--- src/rtl/core_reg_wb_arb.sv ---
// ---------------------------------------------------------------------------
// core_reg_wb_arb
//   Three requesters share the single write port of the integer register
//   file: ALU writeback, load writeback and input byte. This block also drives
//   the page-register write port, which has its own independent sequencer.
//   The register file samples WE/INE one cycle late but uses WADDR/WDATA/INDATA
//   live. For that reason address and data are held for both the enable cycle
//   and the cycle after it.
//
//   Ports
//     CLK, RST_N               clock, asynchronous active-low reset
//     ALU_VALID/RD/DATA/READY  ALU writeback request, accepted when READY=1
//     LD_VALID/RD/DATA/READY   load writeback request
//     IN_VALID/RD/BYTE/READY   input-byte request (low 8 bits only)
//     PG_VALID/ADDR/DATA/READY page-register write request
//     WE, INE                  register-file word / byte write enables
//     WADDR, WDATA, INDATA     register-file write address and data
//     PWE, PWADDR, PWDATA      page-register write port
//     PENDING                  bit r set while a write to register r is in flight
//
//   state  | meaning
//   -------+-------------------------------------------------------------
//   IDLE   | no write in flight, grant allowed
//   ISSUE  | enable high, address/data stable
//   HOLD   | enable low, address/data still stable, commit at end; grant allowed
//   PIDLE  | page port idle, grant allowed
//   PISSUE | PWE high, page address/data stable
//   PHOLD  | PWE low, page address/data stable; grant allowed
// ---------------------------------------------------------------------------
module core_reg_wb_arb #(
    parameter int XLEN  = 32,
    parameter bit RR_EN = 1'b1
) (
    input  logic            CLK,
    input  logic            RST_N,
    input  logic            ALU_VALID,
    input  logic [4:0]      ALU_RD,
    input  logic [XLEN-1:0] ALU_DATA,
    output logic            ALU_READY,
    input  logic            LD_VALID,
    input  logic [4:0]      LD_RD,
    input  logic [XLEN-1:0] LD_DATA,
    output logic            LD_READY,
    input  logic            IN_VALID,
    input  logic [4:0]      IN_RD,
    input  logic [7:0]      IN_BYTE,
    output logic            IN_READY,
    input  logic            PG_VALID,
    input  logic [4:0]      PG_ADDR,
    input  logic [XLEN-1:0] PG_DATA,
    output logic            PG_READY,
    output logic            WE,
    output logic            INE,
    output logic [4:0]      WADDR,
    output logic [XLEN-1:0] WDATA,
    output logic [7:0]      INDATA,
    output logic            PWE,
    output logic [4:0]      PWADDR,
    output logic [XLEN-1:0] PWDATA,
    output logic [31:0]     PENDING
);

    typedef enum logic [1:0] {IDLE = 2'd0, ISSUE = 2'd1, HOLD = 2'd2} reg_state_t;
    typedef enum logic [1:0] {PIDLE = 2'd0, PISSUE = 2'd1, PHOLD = 2'd2} pg_state_t;

    reg_state_t      reg_state;
    pg_state_t       pg_state;
    logic [1:0]      rr_ptr;      // requester with highest priority next: 0 ALU, 1 LD, 2 IN
    logic [1:0]      ptr_next;
    logic [2:0]      req;
    logic [5:0]      req_dup;
    logic [2:0]      rot;
    logic [2:0]      pick;
    logic [5:0]      gnt_wide;
    logic [2:0]      gnt;
    logic            reg_open;
    logic            pg_open;
    logic            any_gnt;
    logic            wr_gnt;
    logic [4:0]      sel_rd;
    logic [XLEN-1:0] sel_data;
    logic [31:0]     pend_set;
    logic [31:0]     pend_clr;

    assign req      = {IN_VALID, LD_VALID, ALU_VALID};
    assign reg_open = RST_N && ((reg_state == IDLE) || (reg_state == HOLD));
    assign pg_open  = RST_N && ((pg_state == PIDLE) || (pg_state == PHOLD));

    // Round robin: rotate the request vector so the priority holder sits at
    // bit 0, then pick the lowest set bit and rotate the grant back.
    always_comb begin
        req_dup  = {req, req} >> rr_ptr;
        rot      = req_dup[2:0];
        pick     = '0;
        gnt_wide = '0;
        if (RR_EN) begin
            pick     = rot & (~rot + 3'd1);
            gnt_wide = {3'b000, pick} << rr_ptr;
            gnt      = gnt_wide[2:0] | gnt_wide[5:3];
        end else begin
            gnt = req & (~req + 3'd1);
        end
        if (!reg_open) begin
            gnt = '0;
        end
    end

    always_comb begin
        sel_rd   = ALU_RD;
        sel_data = ALU_DATA;
        if (gnt[1]) begin
            sel_rd   = LD_RD;
            sel_data = LD_DATA;
        end else if (gnt[2]) begin
            sel_rd = IN_RD;
        end
    end

    always_comb begin
        ptr_next = 2'd0;
        if (gnt[0]) begin
            ptr_next = 2'd1;
        end else if (gnt[1]) begin
            ptr_next = 2'd2;
        end
    end

    // A grant to r0 is acknowledged but produces no write at all.
    assign any_gnt  = |gnt;
    assign wr_gnt   = any_gnt && (sel_rd != 5'd0);
    assign pend_set = wr_gnt ? (32'd1 << sel_rd) : 32'd0;
    assign pend_clr = (reg_state == HOLD) ? (32'd1 << WADDR) : 32'd0;

    assign ALU_READY = gnt[0];
    assign LD_READY  = gnt[1];
    assign IN_READY  = gnt[2];
    assign PG_READY  = PG_VALID && pg_open;

    always_ff @(posedge CLK or negedge RST_N) begin
        if (!RST_N) begin
            reg_state <= IDLE;
            rr_ptr    <= 2'd0;
            WE        <= 1'b0;
            INE       <= 1'b0;
            WADDR     <= '0;
            WDATA     <= '0;
            INDATA    <= '0;
            PENDING   <= '0;
        end else begin
            if (any_gnt) begin
                rr_ptr <= ptr_next;
            end
            // Set is applied after clear, so a new write to the register just
            // committing keeps its bit.
            PENDING <= ((PENDING & ~pend_clr) | pend_set) & 32'hFFFF_FFFE;
            case (reg_state)
                IDLE, HOLD: begin
                    WE  <= 1'b0;
                    INE <= 1'b0;
                    if (wr_gnt) begin
                        reg_state <= ISSUE;
                        WADDR     <= sel_rd;
                        if (gnt[2]) begin
                            INE    <= 1'b1;
                            INDATA <= IN_BYTE;
                        end else begin
                            WE    <= 1'b1;
                            WDATA <= sel_data;
                        end
                    end else begin
                        reg_state <= IDLE;
                    end
                end
                ISSUE: begin
                    WE        <= 1'b0;
                    INE       <= 1'b0;
                    reg_state <= HOLD;
                end
                default: begin
                    WE        <= 1'b0;
                    INE       <= 1'b0;
                    reg_state <= IDLE;
                end
            endcase
        end
    end

    always_ff @(posedge CLK or negedge RST_N) begin
        if (!RST_N) begin
            pg_state <= PIDLE;
            PWE      <= 1'b0;
            PWADDR   <= '0;
            PWDATA   <= '0;
        end else begin
            case (pg_state)
                PIDLE, PHOLD: begin
                    if (PG_READY) begin
                        pg_state <= PISSUE;
                        PWE      <= 1'b1;
                        PWADDR   <= PG_ADDR;
                        PWDATA   <= PG_DATA;
                    end else begin
                        pg_state <= PIDLE;
                        PWE      <= 1'b0;
                    end
                end
                PISSUE: begin
                    PWE      <= 1'b0;
                    pg_state <= PHOLD;
                end
                default: begin
                    PWE      <= 1'b0;
                    pg_state <= PIDLE;
                end
            endcase
        end
    end

endmodule
--- config.mk ---
export PLATFORM = sky130hd
export DESIGN_NAME = core_reg_wb_arb
export DESIGN_NICKNAME = d
export VERILOG_FILES = /design/src/rtl/core_reg_wb_arb.sv
export SDC_FILE = /design/constraint.sdc
export NUM_CORES = 1
export LEC_CHECK = 0
export ABC_AREA = 1
export BUFFER_PORTS_ARGS = -buffer_cell sky130_fd_sc_hd__buf_2
export CORE_AREA = 2 2 101 128
export CTS_CLUSTER_SIZE = 16
export DETAILED_ROUTE_END_ITERATION = 10
export DIE_AREA = 0 0 103 130
export GPL_TIMING_DRIVEN = 0
export PLACE_DENSITY_LB_ADDON = 0.1
export SETUP_SLACK_MARGIN = 0.4
export SLEW_MARGIN = 40
export SYNTH_ARGS = -nofsm -noshare
export SYNTH_HDL_FRONTEND = slang
export SYNTH_SLANG_ARGS = --single-unit
--- constraint.sdc ---
create_clock -name CLK -period 3 [get_ports CLK]
set_clock_uncertainty 0.15 [all_clocks]
set_input_delay 0.3 -clock CLK [delete_from_list [all_inputs] [get_ports CLK]]
set_output_delay 0.3 -clock CLK [all_outputs]
set_load 0.02 [all_outputs]
# ---- Yosys cells after proc, flatten, opt, wreduce, memory -nomap -nowiden
# Index checks and enable logic that the tools add are counted.
# W data, S select, Z words.
dict set report totals {
  latch_bits 0
  rom_bits 0
  wordCells 64
  input_bits 130
  ramBits 0
  reg_bits 122
  output_inout_bits 121
  n_memories 0
}
dict set report op_classes {
  n_reduce_logical 16
  n_mux 20
  n_div 0
  shifts 4
  bitwise_logic 7
  n_addsub 1
  n_lt_le_gt_ge 0
  eq_ne 4
  multipliers 0
}
# cell n
set ops {}
lappend ops {{$mux W32} 3}
lappend ops {{$shl A1 B5 Y32 const A} 2}
lappend ops {{$and A32 B32 Y32} 1}
lappend ops {{$not A32 Y32} 1}
lappend ops {{$or A32 B32 Y32} 1}
lappend ops {{$mux W1} 10}
lappend ops {{$mux W5} 2}
lappend ops {{$pmux W2 S2} 2}
lappend ops {{$reduce_and A3 Y1} 2}
lappend ops {{$shl A3 B2 Y6} 1}
lappend ops {{$shr A6 B2 Y3} 1}
lappend ops {{$reduce_bool A5 Y1} 1}
lappend ops {{$eq A2 B1 Y1 const B} 2}
lappend ops {{$eq A2 B2 Y1 const B} 2}
lappend ops {{$logic_and A1 B1 Y1} 4}
lappend ops {{$logic_not A2 Y1} 2}
lappend ops {{$mux W2} 2}
lappend ops {{$reduce_and A2 Y1} 2}
lappend ops {{$reduce_or A2 Y1} 2}
lappend ops {{$add A3 B1 Y3 const B} 1}
lappend ops {{$and A3 B3 Y3} 1}
lappend ops {{$mux W3} 1}
lappend ops {{$not A3 Y3} 1}
lappend ops {{$or A3 B3 Y3} 1}
lappend ops {{other kinds (3)} 4}

# ---- Longest topological paths before layout
# Gate-level depths: netlist (run 1).
dict set report logic_depth {
  depth_word 13
  mapped_depth 19
  depth_no_buf 18
}

# ---- Least setup slack after synthesis (run 1)
# No wires, ideal clock.
dict set report synth_timing {
  path_type {register to register}
  startpoint {reg rr_ptr[0]}
  endpoint {reg WDATA[15]}
  n_path_buf 2
  setup_ns 0.066
  stages_incl_launch_ff 15
  arrival_time_ns 2.229
  required_time_ns 2.784
  slack_ns 0.554
  synth_period_minus_slack_ns 2.446
  path_cell_list {dfrtp_1 inv_2 nand2_1 nand3_1 nand2_1 nand4_1 nand2_1 nor2_1 nor2_1 inv_1 nand3_1 buf_2 buf_2 nand4_1 nand2_1}
}
dict set report synth_between {
  elab_cells_between_ends 15
  cone_classes {1 x add/sub; 2 x shift; 4 x mux; 4 x bitwise; 4 x reduce/logical}
}
# item line
set synth_lines {}
lappend synth_lines {{start: declaration} 68} ;# logic [1:0] rr_ptr;
lappend synth_lines {{start signal: assignment} 151} ;# rr_ptr <= ptr_next;
lappend synth_lines {{$shr A6 B2 Y3} 92} ;# req_dup = {req, req} >> rr_ptr;
lappend synth_lines {{$not A3 Y3} 97} ;# pick = rot & (~rot + 3'd1);
lappend synth_lines {{$add A3 B1 Y3} 97}
lappend synth_lines {{$and A3 B3 Y3} 97}
lappend synth_lines {{$shl A3 B2 Y6 (*)} 98} ;# gnt_wide = {3'b000, pick} << rr_ptr;
lappend synth_lines {{$or A3 B3 Y3 (*)} 99} ;# gnt = gnt_wide[2:0] | gnt_wide[5:3];
lappend synth_lines {{$mux W3 (*)} 103} ;# if (!reg_open) begin
lappend synth_lines {{named net ALU_READY} 39} ;# output logic ALU_READY,
lappend synth_lines {{$reduce_or A3 Y1 (*)} 129} ;# assign any_gnt = |gnt;
lappend synth_lines {{$logic_and A1 B1 Y1 (*)} 130} ;# assign wr_gnt = any_gnt && (sel_rd != 5'd0);
lappend synth_lines {{$reduce_and A3 Y1 (no source line) (*)} -}
lappend synth_lines {{end signal: assignment} 168} ;# WDATA <= sel_data;
lappend synth_lines {{end: declaration} 55} ;# output logic [XLEN-1:0] WDATA,
# The timed path passes the listed nets; every way through them passes the cells marked *.
# A chain may end at the register's enable or synchronous reset.

# ---- Worst setup path after layout (run 1)
dict set report layout_timing {
  startpoint {reg rr_ptr[0]}
  endpoint {reg WDATA[13]}
}
dict set report layout_between {
  elab_chain_cells 12
  elab_cells_between_ends 15
  cone_classes {1 x add/sub; 2 x shift; 4 x mux; 4 x bitwise; 4 x reduce/logical}
}
# item line
set layout_rtl {}
lappend layout_rtl {{$shr A6 B2 Y3} 92}
lappend layout_rtl {{$not A3 Y3} 97}
lappend layout_rtl {{$add A3 B1 Y3} 97}
lappend layout_rtl {{$and A3 B3 Y3} 97}
lappend layout_rtl {{$shl A3 B2 Y6 (*)} 98}
lappend layout_rtl {{$or A3 B3 Y3 (*)} 99}
lappend layout_rtl {{$mux W3 (*)} 103}
lappend layout_rtl {{$mux W5} 114} ;# end else if (gnt[2]) begin
lappend layout_rtl {{$mux W5} 111} ;# if (gnt[1]) begin
lappend layout_rtl {{$reduce_bool A5 Y1} 130}
lappend layout_rtl {{$logic_and A1 B1 Y1} 130}
lappend layout_rtl {{$reduce_and A3 Y1 (no source line)} -}
# Mark *: on every way between the ends. The rest lies on a longest branch, timed or not.

==> summary.md, run 1 <==
| Metric | Value |
|---|---|
| Outcome | `complete, no violations` |
| Final setup violation count | `0` |
| Sequential Power Share | `between 20 and 25%` |
| Crit path launch type | `register` |
| Grt ovf | `0` |
| Final slew viol count | `0` |
| Syn_area_per_cell | `~7.6 µm²` |
| CP required | `about 3200 ps` |
| H-tree levels | `4` |
| Final hold viol count | `0` |
| Crit path from | `rr_ptr[0]` |
| Longest Clk Path Bufs | `2` |
| PnR worst setup slack | `217 ps` |
| Via/cell ratio | `just over 5` |
| N_diodes | `0` |
| Largest net degree at the start of global routing | `61` |
| Busiest layer in global routing | `met2` |
| CP peak stage delay | `~460 ps` |
| Antenna violations before repair | `0` |
| DIE WIDTH | `between 100 and 150 µm` |
| Global-route wire length before repair | `29500 µm` |
| PortBufs | `~250` |
| Clk pwr share | `18.6%` |
| Seq cells post-synth | `120` |
| Nets | `1261` |
| Final min period | `approximately 2800 ps` |
| Critical path type | `register to register` |
| Max Clk Rate | `between 0.3 and 0.4 GHz` |
| # DRC | `0` |
| CP cell instances | `inv_4, nand2_4, nand2_2, nand2_1, nand2_1, nand4_1, buf_4, a21oi_4, nand3_2, nand2_1, nand2_2, nand2_4, nor2_2, nand2_4, nand3_4, buf_6, nand2_2, nand2_1` |
| Ys flop type | `dfrtp_1` |
| Area after DPL | `about 0.0072 mm²` |
| Clk slew on worst S/H paths | `roughly 60 ps` |
| Mapped Area | `0.00574 mm²` |
| TritonCTS Buffers | `17` |
| Layout cells sized above 1 | `39.6%` |
| Die area | `about 0.013 mm²` |
| Internal | `0.00582 W` |
| Cell mode on critical path | `nand2_1` |
| Async S/R FF share, synth | `100%` |
| Slew at the pin closest to its max-slew limit | `506 ps` |
| CTS tree | `yes` |
| Row count | `between 40 and 50` |
| Die Y | `around 130 µm` |
| Switching pwr | `~0.005 W` |
| Top-area cell type share of the netlist area | `52.3%` |
| Clk_lat worst skew | `roughly 420 ps` |
| Pre-Repair DR Iteration Count | `7` |
| Post-detailed-route count of antenna-violating nets | `0` |
| M1 GR Usage | `approximately a third` |
| Fin area | `between 0.009 and 0.01 mm²` |
| Static Leak | `about 5 nW` |
| DP HPWL | `12700 µm` |
| Maximum VDD drop | `around 0.67 mV` |
| Gr usage total | `between 20% and 30%` |
| # clock sinks | `120` |
| Slowest-stage cell, CP | `dfrtp_2` |
| Vias in the first global route | `6165` |
| Pre-CTS setup slack | `-280 ps` |
| Power consumption | `around 0.011 W` |
| Cell variety after synth | `28` |
| Initial drt markers | `just under 400` |
| Combinational power share | `between 50% and 60%` |
| Max-Cap Viols | `0` |
| Starting Density | `46.6%` |
| Synth warnings | `0` |
| Seq/Total Area, Yosys | `~52%` |
| Fin crit share | `92.8%` |
| Critical Path Fanout Max | `8` |
| Sw Ratio | `45.8%` |
| Filler cell count | `between 900 and 1000` |
| Max-Slew Margin vs Limit | `between 60 and 70%` |
| Area contributors post-synth | `dfrtp_1, nand2_1, nand4_1` |
| WP data arrival | `2940 ps` |
| Average wire per standard cell | `between 15 and 20 µm` |
| PwrDens | `between 1000 and 1500 mW/mm²` |
| Post-Syn Instances | `approximately 760` |
| Area delta synth->final | `64.5%` |
| Crit Reg-Reg Startpoint | `rr_ptr[0]` |
| M3 GR Usage | `between 8 and 9%` |
| Root buffer cell | `clkbuf_16` |
| Via count | `roughly 6700` |
| Min Hold Slack | `74.3 ps` |
| GRT met2 Usage | `between 50% and 60%` |
| Worst Hold Class | `primary input to register` |
| Hold_sp | `LD_DATA[28]` |
| Number of flops mapped to enable cells by yosys | `0` |
| Post-synth top area cell | `dfrtp_1` |
| Io pins | `251` |
| Routed wire length | `20800 µm` |
| Crit. End Element | `register` |
| Syn nets | `around 900` |
| RD Place Congestion | `~0.87` |
| RSZ-0062 raised after global routing | `true` |
| CORE AREA | `0.0123 mm²` |
final cells by class:
class / count / area [µm²] / area share (%)
Clock inverter: 12 / 126 / 1.34
Inverter: 27 / 138 / 1.46
Buffer: 35 / 243 / 2.57
Multi-Input combinational cell: 577 / 2890 / 30.6
Timing Repair Buffer: 353 / 2380 / 25.2
Clock buffer: 20 / 457 / 4.83
Tap cell: 168 / 210 / 2.22
Sequential cell: 120 / 3010 / 31.8
Yosys cell counts, types with 2 or more instances:
master    number
nand2_1      404
dfrtp_1      120
nand4_1       41
o21ai_0       39
nand3_1       29
nor2_1        29
inv_1         21
clkbuf_1      16
nor3_1         8
buf_2          7
inv_2          6
nand2_2        6
buf_1          5
buf_6          4
buf_4          3
a21oi_2        2
nand2_4        2
nand3_2        2
o21ai_1        2
o31ai_1        2
or2_1          2
power groups by stage:
stage	sequential [W]	combinational [W]	clock [W]
global route	0.00268	0.00660	0.00209
CTS	0.00257	0.00498	0.00201
floorplan	0.00325	0.00225	0
global placement	0.00257	0.00430	0
finish	0.00261	0.00612	0.00199
detailed placement	0.00258	0.00437	0
stage by stage:
| step | TNS [ps] | instances | util [%] |
|---|---|---|---|
| after detailed placement | -15140 | 1175 | 58.8 |
| after CTS | 0 | 1286 | 71.4 |
| after floorplan | 0 | 757 | - |
| after global placement | -174650 | 1174 | 58.5 |
| final | 0 | 1312 | 76.7 |
| after global routing | 0 | 1312 | 76.7 |
worst max-delay path, delay by kind of cell (launching register included):
family / cells / cell delay (ps)
AOI/OAI and AO/OA: 1 / 240
buffers and inverters: 3 / 480
DFF: 1 / 460
and+or+nand+nor: 14 / 1320
layer usage:
| layer | vias up | wire [µm] |
|---|---|---|
| li1 | 3180 | - |
| met1 | 3117 | 7830 |
| met2 | 332 | 10700 |
| met3 | 65 | 1610 |
| met4 | 0 | 705 |
| met5 | - | 0 |
repair_timing:
action / 4_1_cts / 5_1_grt
setup endpoints to repair: 83 / 84
resized for setup: 46 / 126
buffers inserted: 21 / 23
pin swaps: 15 / 29
hold endpoints to repair: 135 / 0
gates cloned: 6 / 3
hold buffers: 52 / 0
state kept, by name, summed over array words and instances, names as in the netlist:
register	flops
PWE	1
WADDR	5
INE	1
reg_state	2
PWDATA	32
WDATA	32
PWADDR	5
rr_ptr	2
INDATA	8
WE	1
PENDING	31
cells in the final DEF, fill, tap and decap left out, drive strengths merged:
| cell type | count |
|---|---|
| clkinvlp | 3 |
| or2 | 2 |
| nand3 | 33 |
| clkbuf | 36 |
| dlygate4sd3 | 48 |
| clkinv | 9 |
| nand3b | 1 |
| a21oi | 2 |
| a31oi | 1 |
| nand4 | 41 |
| inv | 25 |
| buf | 323 |
| dfrtp | 120 |
| bufbuf | 1 |
| o31ai | 2 |
| nor2 | 31 |
| nor3 | 8 |
| conb | 1 |
| o21ai | 42 |
| nand2 | 413 |
| bufinv | 2 |
logic make-up (layout without fill, tap and decap cells):
kind of cell | count (synthesis) | after routing | synth area share (%)
AOI/OAI and AO/OA | 47 | 47 | 4.40
buffers and inverters | 62 | 447 | 4.92
DFF | 120 | 120 | 52.3
other | 1 | 1 | 0.0653
and+or+nand+nor | 527 | 529 | 38.3
worst paths after layout:
kind,to,slack (ps),cells after the start
max,WDATA[13],220,18
min,WDATA[28],70,5
max reg2reg,WDATA[13],220,18
min reg2reg,WDATA[29],320,2
max in group asynchronous,INDATA[7],1890,5
min in group asynchronous,PENDING[26],420,3
Note: power is estimated with default switching activity, not from simulation.
==> run 2: changes to the inputs <==
ABC_AREA = not set   (was 1)
CORE_AREA = 2 2 104 131   (was 2 2 101 128)
DIE_AREA = 0 0 106 133   (was 0 0 103 130)
==> run 2 against run 1 <==
- the run now ends with negative hold slack left
- synthesized cell count fell by 35%
- count of clock-buffer cells in the layout down 3
- worst setup slack got worse by 15 ps
- total power fell by 32%
- register-to-register slack got worse by 20 ps
- sequential power is 4% lower
- critical path depth down 9
- hold slack worse by 300 ps
- critical endpoint is now WDATA[19]
- largest power group unchanged
- highest routed layer unchanged
==> summary.md, run 2 <==
| Metric | Value |
|---|---|
| Outcome | `finished, violations left` |
| Failing checks | `negative hold slack` |
| Global-route wire length before repair | `25300 µm (-14%)` |
| Final setup violation count | `0 (unchanged)` |
| Row count | `47 (+2.2%)` |
| Metal-1 WL | `6460 µm (-18%)` |
| Via count | `5041 (-25%)` |
| Clk_lat worst skew | `410 ps (about the same)` |
| Sequential Power Share | `34.1% (+9.7 points)` |
| CP peak stage delay | `450 ps (about the same)` |
| PnR worst setup slack | `202 ps (-15.2 ps)` |
| Area delta synth->final | `54.5%` |
| Largest net degree at the start of global routing | `78 (+28%)` |
| Ys flop type | `dfrtp_1` |
| Root buffer cell | `clkbuf_16` |
| DIE WIDTH | `106 µm (+2.9%)` |
| Top-area cell type share of the netlist area | `54.4% (+2.1 points)` |
| Seq/Total Area, Yosys | `54.4% (+2.1 points)` |
| Slowest-stage cell, CP | `dfrtp_2` |
| Post-detailed-route count of antenna-violating nets | `0 (unchanged)` |
| PortBufs | `248 (-0.40%)` |
| CP required | `3140 ps (-20 ps)` |
| DP HPWL | `11400 µm (-10%)` |
| # clock sinks | `120 (unchanged)` |
| Top routing layer in use | `met4` |
| Max Clk Rate | `0.357 GHz (-0.54%)` |
| Pre-CTS setup slack | `-141 ps (+138 ps)` |
| Nets | `961 (-24%)` |
| Final hold viol count | `75 (+75)` |
| R2r setup slk | `200 ps (-20 ps)` |
| Async S/R FF share, synth | `100% (unchanged)` |
| Average wire per standard cell | `16.1 µm (+1.3%)` |
| Met2 Wirelength | `8270 µm (-23%)` |
| Crit path launch type | `register` |
| Post-Syn Instances | `491 (-35%)` |
| Cell mode on critical path | `buf_12` |
| Starting Density | `42.5% (-4.1 points)` |
| Synth warnings | `0 (unchanged)` |
| Final min period | `2800 ps (+15.2 ps)` |
| Syn_area_per_cell | `11.3 µm² (+48%)` |
| Slew at the pin closest to its max-slew limit | `654 ps (+148 ps)` |
| Initial drt markers | `210 (-47%)` |
| Critical path type | `register to register` |
| Critical Path Fanout Max | `10 (+2)` |
| Worst setup path end | `WDATA[19]` |
| Die Y | `133 µm (+2.3%)` |
| Max-Slew Margin vs Limit | `55.9% (-10 points)` |
| PwrDens | `858 mW/mm² (-24%)` |
| Filler cell count | `1053 (+13%)` |
| Internal | `0.00464 W (-20%)` |
| Area contributors post-synth | `dfrtp_1, mux2_2, nand2_1` |
| Switching pwr | `0.00269 W (-45%)` |
| Clk slew on worst S/H paths | `60 ps (about the same)` |
| Clk pwr share | `27.2% (+8.6 points)` |
| Maximum VDD drop | `0.364 mV (-46%)` |
| Commonest cells after routing, fill and taps aside | `buf_2, dfrtp_1, nand2_1` |
| Die area | `0.0141 mm² (+5.3%)` |
| Mapped Area | `0.00552 mm² (-3.8%)` |
| Syn nets | `621 (-30%)` |
| Final slew viol count | `0 (unchanged)` |
| Min Hold Slack | `-230 ps (-304 ps)` |
| Routed wire length | `16300 µm (-22%)` |
| Hold_buf cts | `49 (-5.8%)` |
| Fin crit share | `93.3% (+0.51 points)` |
| Gr usage total | `22.8% (-5.6 points)` |
| Pre-Repair DR Iteration Count | `6 (-1)` |
| Crit Reg-Reg Startpoint | `rr_ptr[1]` |
| Post-synth top area cell | `dfrtp_1` |
| Metal3 WL | `1170 µm (-28%)` |
| Seq cells post-synth | `120 (unchanged)` |
| Worst-case reg-to-reg path depth | `9 (-9)` |
| H-tree levels | `4 (unchanged)` |
| Sw Ratio | `36.7% (-9.1 points)` |
| Commonest non-fill, non-tap cell in the layout | `buf_2` |
| Top post-synthesis cells by count | `dfrtp_1, nand2_1, o21ai_0` |
| Crit path from | `rr_ptr[1]` |
| RD Place Congestion | `0.809 (-6.9%)` |
| TritonCTS Buffers | `17 (unchanged)` |
| N_diodes | `0 (unchanged)` |
| Grt ovf | `0 (unchanged)` |
| CP cell instances | `nor2b_4, or3_4, a221o_1, a22oi_2, nand4_4, and3_4, buf_12, buf_12, mux2_4` |
| Biggest regs | `PWDATA x32, WDATA x32, PENDING x31` |
| Max-Cap Viols | `0 (unchanged)` |
| RSZ-0062 raised after global routing | `true` |
| Vias in the first global route | `5154 (-16%)` |
| CORE AREA | `0.0130 mm² (+5.5%)` |
| # DRC | `0 (unchanged)` |
| Cell variety after synth | `48 (+71%)` |
| Longest Clk Path Bufs | `2 (unchanged)` |
| Worst Hold Class | `primary input to async pin` |
| Combinational power share | `38.7% (-18 points)` |
| Antenna violations before repair | `0 (unchanged)` |
| Static Leak | `4.12 nW (-17%)` |
| Via/cell ratio | `4.97 (-2.6%)` |
| CTS tree | `yes` |
| Setup TNS Final | `0 ps (unchanged)` |
| Io pins | `251 (unchanged)` |
| Final core occ | `65.7% (-11 points)` |
| Crit. End Element | `register` |
| Layout cells sized above 1 | `51.4% (+12 points)` |
| Number of flops mapped to enable cells by yosys | `0 (unchanged)` |
| WP data arrival | `2940 ps (about the same)` |
| Reg-to-reg endpoint | `WDATA[19]` |
-- run 2: area by class of cell --
| type | instances | area, µm² | area share, % |
|---|---|---|---|
| plain buffers | 19 | 156 | 1.83 |
| clock buffers | 17 | 425 | 4.98 |
| clock inverters | 14 | 151 | 1.77 |
| inverters | 9 | 33.8 | 0.396 |
| multi-input cells | 343 | 2530 | 29.7 |
| flip-flops and latches | 120 | 3010 | 35.2 |
| well taps | 171 | 214 | 2.51 |
| repair buffers | 321 | 2020 | 23.6 |
-- run 2: kinds of logic (layout without fill, tap and decap cells) --
logic type | Yosys count | count (layout) | synth area share, %
buf+inv | 28 | 380 | 2.65
mux | 80 | 80 | 18.3
simple gates | 169 | 169 | 13.7
flops | 120 | 120 | 54.4
other cells | 1 | 1 | 0.0679
compound gates | 93 | 93 | 11.0
-- run 2: worst min path at each step --
stage / start / endpoint / slack [ps] / cells past startpoint
final: RST_N / PWDATA[14] / -230 / 2
after global routing: RST_N / PWDATA[14] / -200 / 2
after floorplan: RST_N / INDATA[0] / -150 / 0
after CTS: RST_N / PWDATA[14] / -210 / 2
after detailed placement: RST_N / PENDING[5] / 80 / 1
after global placement: reg_state[1] / reg_state[1] / 290 / 1
-- run 2: per-layer routing --
layer / vias up / GRT usage [%]
met2: 214 / 39.2
met5: - / 0
met1: 2405 / 26.6
met4: 0 / 9.28
li1: 2389 / -
met3: 33 / 6.80
-- run 2: through the flow --
| stage | hold WS (ps) | power, W | cells | cell area (µm²) |
|---|---|---|---|---|
| after global routing | -200 | 0.00771 | 1014 | 8540 |
| after global placement | 294 | 0.00502 | 910 | 7010 |
| final | -230 | 0.00733 | 1014 | 8540 |
| after detailed placement | 81.3 | 0.00509 | 911 | 7050 |
| after CTS | -206 | 0.00729 | 1007 | 8380 |
| after floorplan | -146 | 0.00412 | 491 | 5560 |
-- run 2: power by group through the flow --
stage | logic [W] | clock network [W] | registers [W]
2_1_floorplan | 0.000953 | 0 | 0.00316
3_3_place_gp | 0.00253 | 0 | 0.00249
3_5_place_dp | 0.00258 | 0 | 0.00251
4_1_cts | 0.00276 | 0.00202 | 0.00250
5_1_grt | 0.00302 | 0.00212 | 0.00257
6_report | 0.00283 | 0.00199 | 0.00250
-- run 2: timing repair --
| action | in CTS | in global routing |
|---|---|---|
| pin swaps | 12 | 12 |
| gates resized for setup | 25 | 37 |
| endpoints found under the setup margin | 66 | 75 |
| cloned | 1 | 0 |
| buffers inserted | 15 | 7 |
| hold endpoints to repair | 91 | 75 |
-- run 2: worst max-delay path: cells and delay by family (launching register included) --
family,cells,cell delay [ps]
buffers and inverters,2,280
muxes,1,290
DFF,1,450
and+or+nand+nor,4,840
AOI/OAI and AO/OA,2,650
==> run 3: changes to the inputs <==
CORE_AREA = 2 2 125 157   (was 2 2 104 131)
DIE_AREA = 0 0 127 159   (was 0 0 106 133)
clock period = 2.8 ns   (was 3 ns; I/O delays follow)
==> run 3 against run 2 <==
- the flow finishes with violations (negative setup slack)
- global-route usage is 5.3 points lower
- critical endpoint is now WDATA[7]
- critical path type unchanged
- critical path depth stayed put
- count of clock-buffer cells in the layout stayed put
- routed wire length is 8.5% higher
- final cell count is 8.1% higher
==> summary.md, run 3 (synthesis results as in run 2) <==
| Metric | Value |
|---|---|
| Outcome | `finished, violations left` |
| Failing checks | `negative setup slack` |
| Clk_lat worst skew | `410 ps (about the same)` |
| N_diodes | `0 (unchanged)` |
| Static Leak | `4.39 nW (+6.3%)` |
| Max-Slew Margin vs Limit | `57.7% (+1.9 points)` |
| Crit Reg-Reg Startpoint | `rr_ptr[0]` |
| WP data arrival | `3030 ps (+90 ps)` |
| Sum of buffers and inverters on the critical path | `2 (unchanged)` |
| # DRC | `0 (unchanged)` |
| CP cell instances | `nor3b_4, or3_4, a221o_1, a22oi_2, nand4_4, and3_4, buf_12, buf_12, mux2_4` |
| Final setup violation count | `32 (+32)` |
| Setup TNS Final | `-2430 ps (-2430 ps)` |
| Row count | `56 (+19%)` |
| Sw Ratio | `36.2% (-0.48 points)` |
| Area delta synth->final | `67.1%` |
| M3 GR Usage | `5.01% (-1.8 points)` |
| Clk slew on worst S/H paths | `60 ps (about the same)` |
| Layout cells sized above 1 | `57.1% (+5.7 points)` |
| Filler cell count | `1725 (+64%)` |
| Via count | `5076 (+0.69%)` |
| Commonest cells after routing, fill and taps aside | `buf_2, dfrtp_1, nand2_1` |
| CP peak stage delay | `450 ps (about the same)` |
| Root buffer cell | `clkbuf_16` |
| Worst-case reg-to-reg path depth | `9 (unchanged)` |
| CP required | `2940 ps (-200 ps)` |
| Average wire per standard cell | `16.1 µm (+0.38%)` |
| Min Hold Slack | `34.2 ps (+264 ps)` |
| Clk pwr share | `27.8% (+0.6 points)` |
| # clock sinks | `120 (unchanged)` |
| Hold_sp | `LD_DATA[1]` |
| Io pins | `251 (unchanged)` |
| DP HPWL | `12100 µm (+6.3%)` |
| CTS tree | `yes` |
| RSZ-0062 raised after global routing | `true` |
| Nets | `982 (+2.2%)` |
| Max Clk Rate | `0.347 GHz (-3.0%)` |
| Sequential Power Share | `32.3% (-1.8 points)` |
| PortBufs | `248 (unchanged)` |
| CORE AREA | `0.0186 mm² (+43%)` |
| Busiest layer in global routing | `met2` |
| Starting Density | `29.6% (-13 points)` |
| M1 GR Usage | `21.4% (-5.2 points)` |
| Via/cell ratio | `4.63 (-6.8%)` |
| Maximum VDD drop | `0.417 mV (+15%)` |
| DIE WIDTH | `127 µm (+20%)` |
| Die area | `0.0202 mm² (+43%)` |
| Final hold viol count | `0 (-100%)` |
| Global-route wire length before repair | `28100 µm (+11%)` |
| Crit. End Element | `register` |
| Longest Clk Path Bufs | `2 (unchanged)` |
| Crit path launch type | `register` |
| R2r setup slk | `-90 ps (-290 ps)` |
| GRT met2 Usage | `30.2% (-8.9 points)` |
| Combinational power share | `39.9% (+1.2 points)` |
| Worst setup path end | `WDATA[7]` |
| Fin crit share | `103% (+9.8 points)` |
| Internal | `0.00532 W (+15%)` |
| Antenna violations before repair | `3 (+3)` |
| Pre-Repair DR Iteration Count | `4 (-2)` |
| Final min period | `2890 ps (+87.2 ps)` |
| Critical path type | `register to register` |
| Power consumption | `0.00834 W (+14%)` |
| Delay-heaviest family, CP | `simple AND/OR/NAND/NOR gates` |
| WP depth | `9 (unchanged)` |
| Biggest regs | `PWDATA x32, WDATA x32, PENDING x31` |
| Initial drt markers | `174 (-17%)` |
| TritonCTS Buffers | `17 (unchanged)` |
| Crit path from | `rr_ptr[0]` |
| Final core occ | `49.5% (-16 points)` |
| Largest net degree at the start of global routing | `48 (-38%)` |
| Post-detailed-route count of antenna-violating nets | `0 (unchanged)` |
| Vias in the first global route | `5318 (+3.2%)` |
| RD Place Congestion | `0.768 (-5.1%)` |
| Worst Hold Class | `primary input to register` |
| PwrDens | `903 mW/mm² (+5.2%)` |
| Cell mode on critical path | `buf_12` |
| Reg-to-reg endpoint | `WDATA[7]` |
| H-tree levels | `4 (unchanged)` |
| Final slew viol count | `0 (unchanged)` |
| Routed wire length | `17700 µm (+8.5%)` |
| PnR worst setup slack | `-85.6 ps (-287 ps)` |
| Max-Cap Viols | `0 (unchanged)` |
| Switching pwr | `0.00302 W (+12%)` |
| Grt ovf | `0 (unchanged)` |
| Die Y | `159 µm (+20%)` |
| Gr usage total | `17.6% (-5.3 points)` |
| Slowest-stage cell, CP | `dfrtp_2` |
| Slew at the pin closest to its max-slew limit | `634 ps (-19.6 ps)` |
| Critical Path Fanout Max | `10 (unchanged)` |
| Commonest non-fill, non-tap cell in the layout | `buf_2` |
[run 3: repair_timing]
| action | CTS | global route |
|---|---|---|
| hold buffers | 52 | 0 |
| gates cloned | 2 | 0 |
| resized for setup | 87 | 68 |
| setup endpoints to repair | 101 | 93 |
| endpoints found under the hold margin | 113 | 0 |
| setup buffers | 24 | 15 |
| pin swaps | 31 | 25 |
[run 3: how the worst min path moves through the flow]
stage | end | slack (ps) | cells past startpoint
after floorplan | INDATA[0] | -170 | 0
after global placement | reg_state[1] | 290 | 1
after detailed placement | PENDING[9] | 70 | 1
after CTS | WDATA[1] | 10 | 4
after global routing | WDATA[29] | 30 | 4
final | WDATA[1] | 30 | 4
[run 3: cell type report]
| cell class | instances | area [µm²] | area share [%] |
|---|---|---|---|
| buffer | 19 | 164 | 1.78 |
| timing repair buffer | 342 | 2330 | 25.3 |
| inverter | 9 | 33.8 | 0.366 |
| clock buffer | 17 | 425 | 4.61 |
| multi-input combinational | 343 | 2780 | 30.1 |
| sequential | 120 | 3010 | 32.6 |
| clock inverter | 14 | 198 | 2.14 |
| tap | 232 | 290 | 3.15 |
[run 3: power by group through the flow]
stage / combinational (W) / sequential (W) / clock [W]
finish: 0.00332 / 0.00269 / 0.00232
global route: 0.00355 / 0.00277 / 0.00246
CTS: 0.00312 / 0.00269 / 0.00239
detailed placement: 0.00277 / 0.00271 / 0
global placement: 0.00274 / 0.00268 / 0
floorplan: 0.00102 / 0.00339 / 0
[run 3: per-layer routing]
| metal | up-vias | wire (µm) |
|---|---|---|
| li1 | 2425 | - |
| met5 | - | 26 |
| met1 | 2450 | 7390 |
| met3 | 21 | 1120 |
| met2 | 176 | 8910 |
| met4 | 4 | 241 |
[run 3: tightest hold or removal path, stage by stage]
cell and delay [ps]:
buf_2 70, nand2_1 40, nand2_1 50, mux2_1 110
[run 3: per-stage QoR]
stage / instance area, µm² / std cells / setup WS, ps
2_1_floorplan: 5560 / 491 / -48.3
3_3_place_gp: 7090 / 971 / -2250
3_5_place_dp: 7130 / 972 / -372
4_1_cts: 8860 / 1081 / -55.7
5_1_grt: 9230 / 1096 / -146
6_report: 9230 / 1096 / -85.6
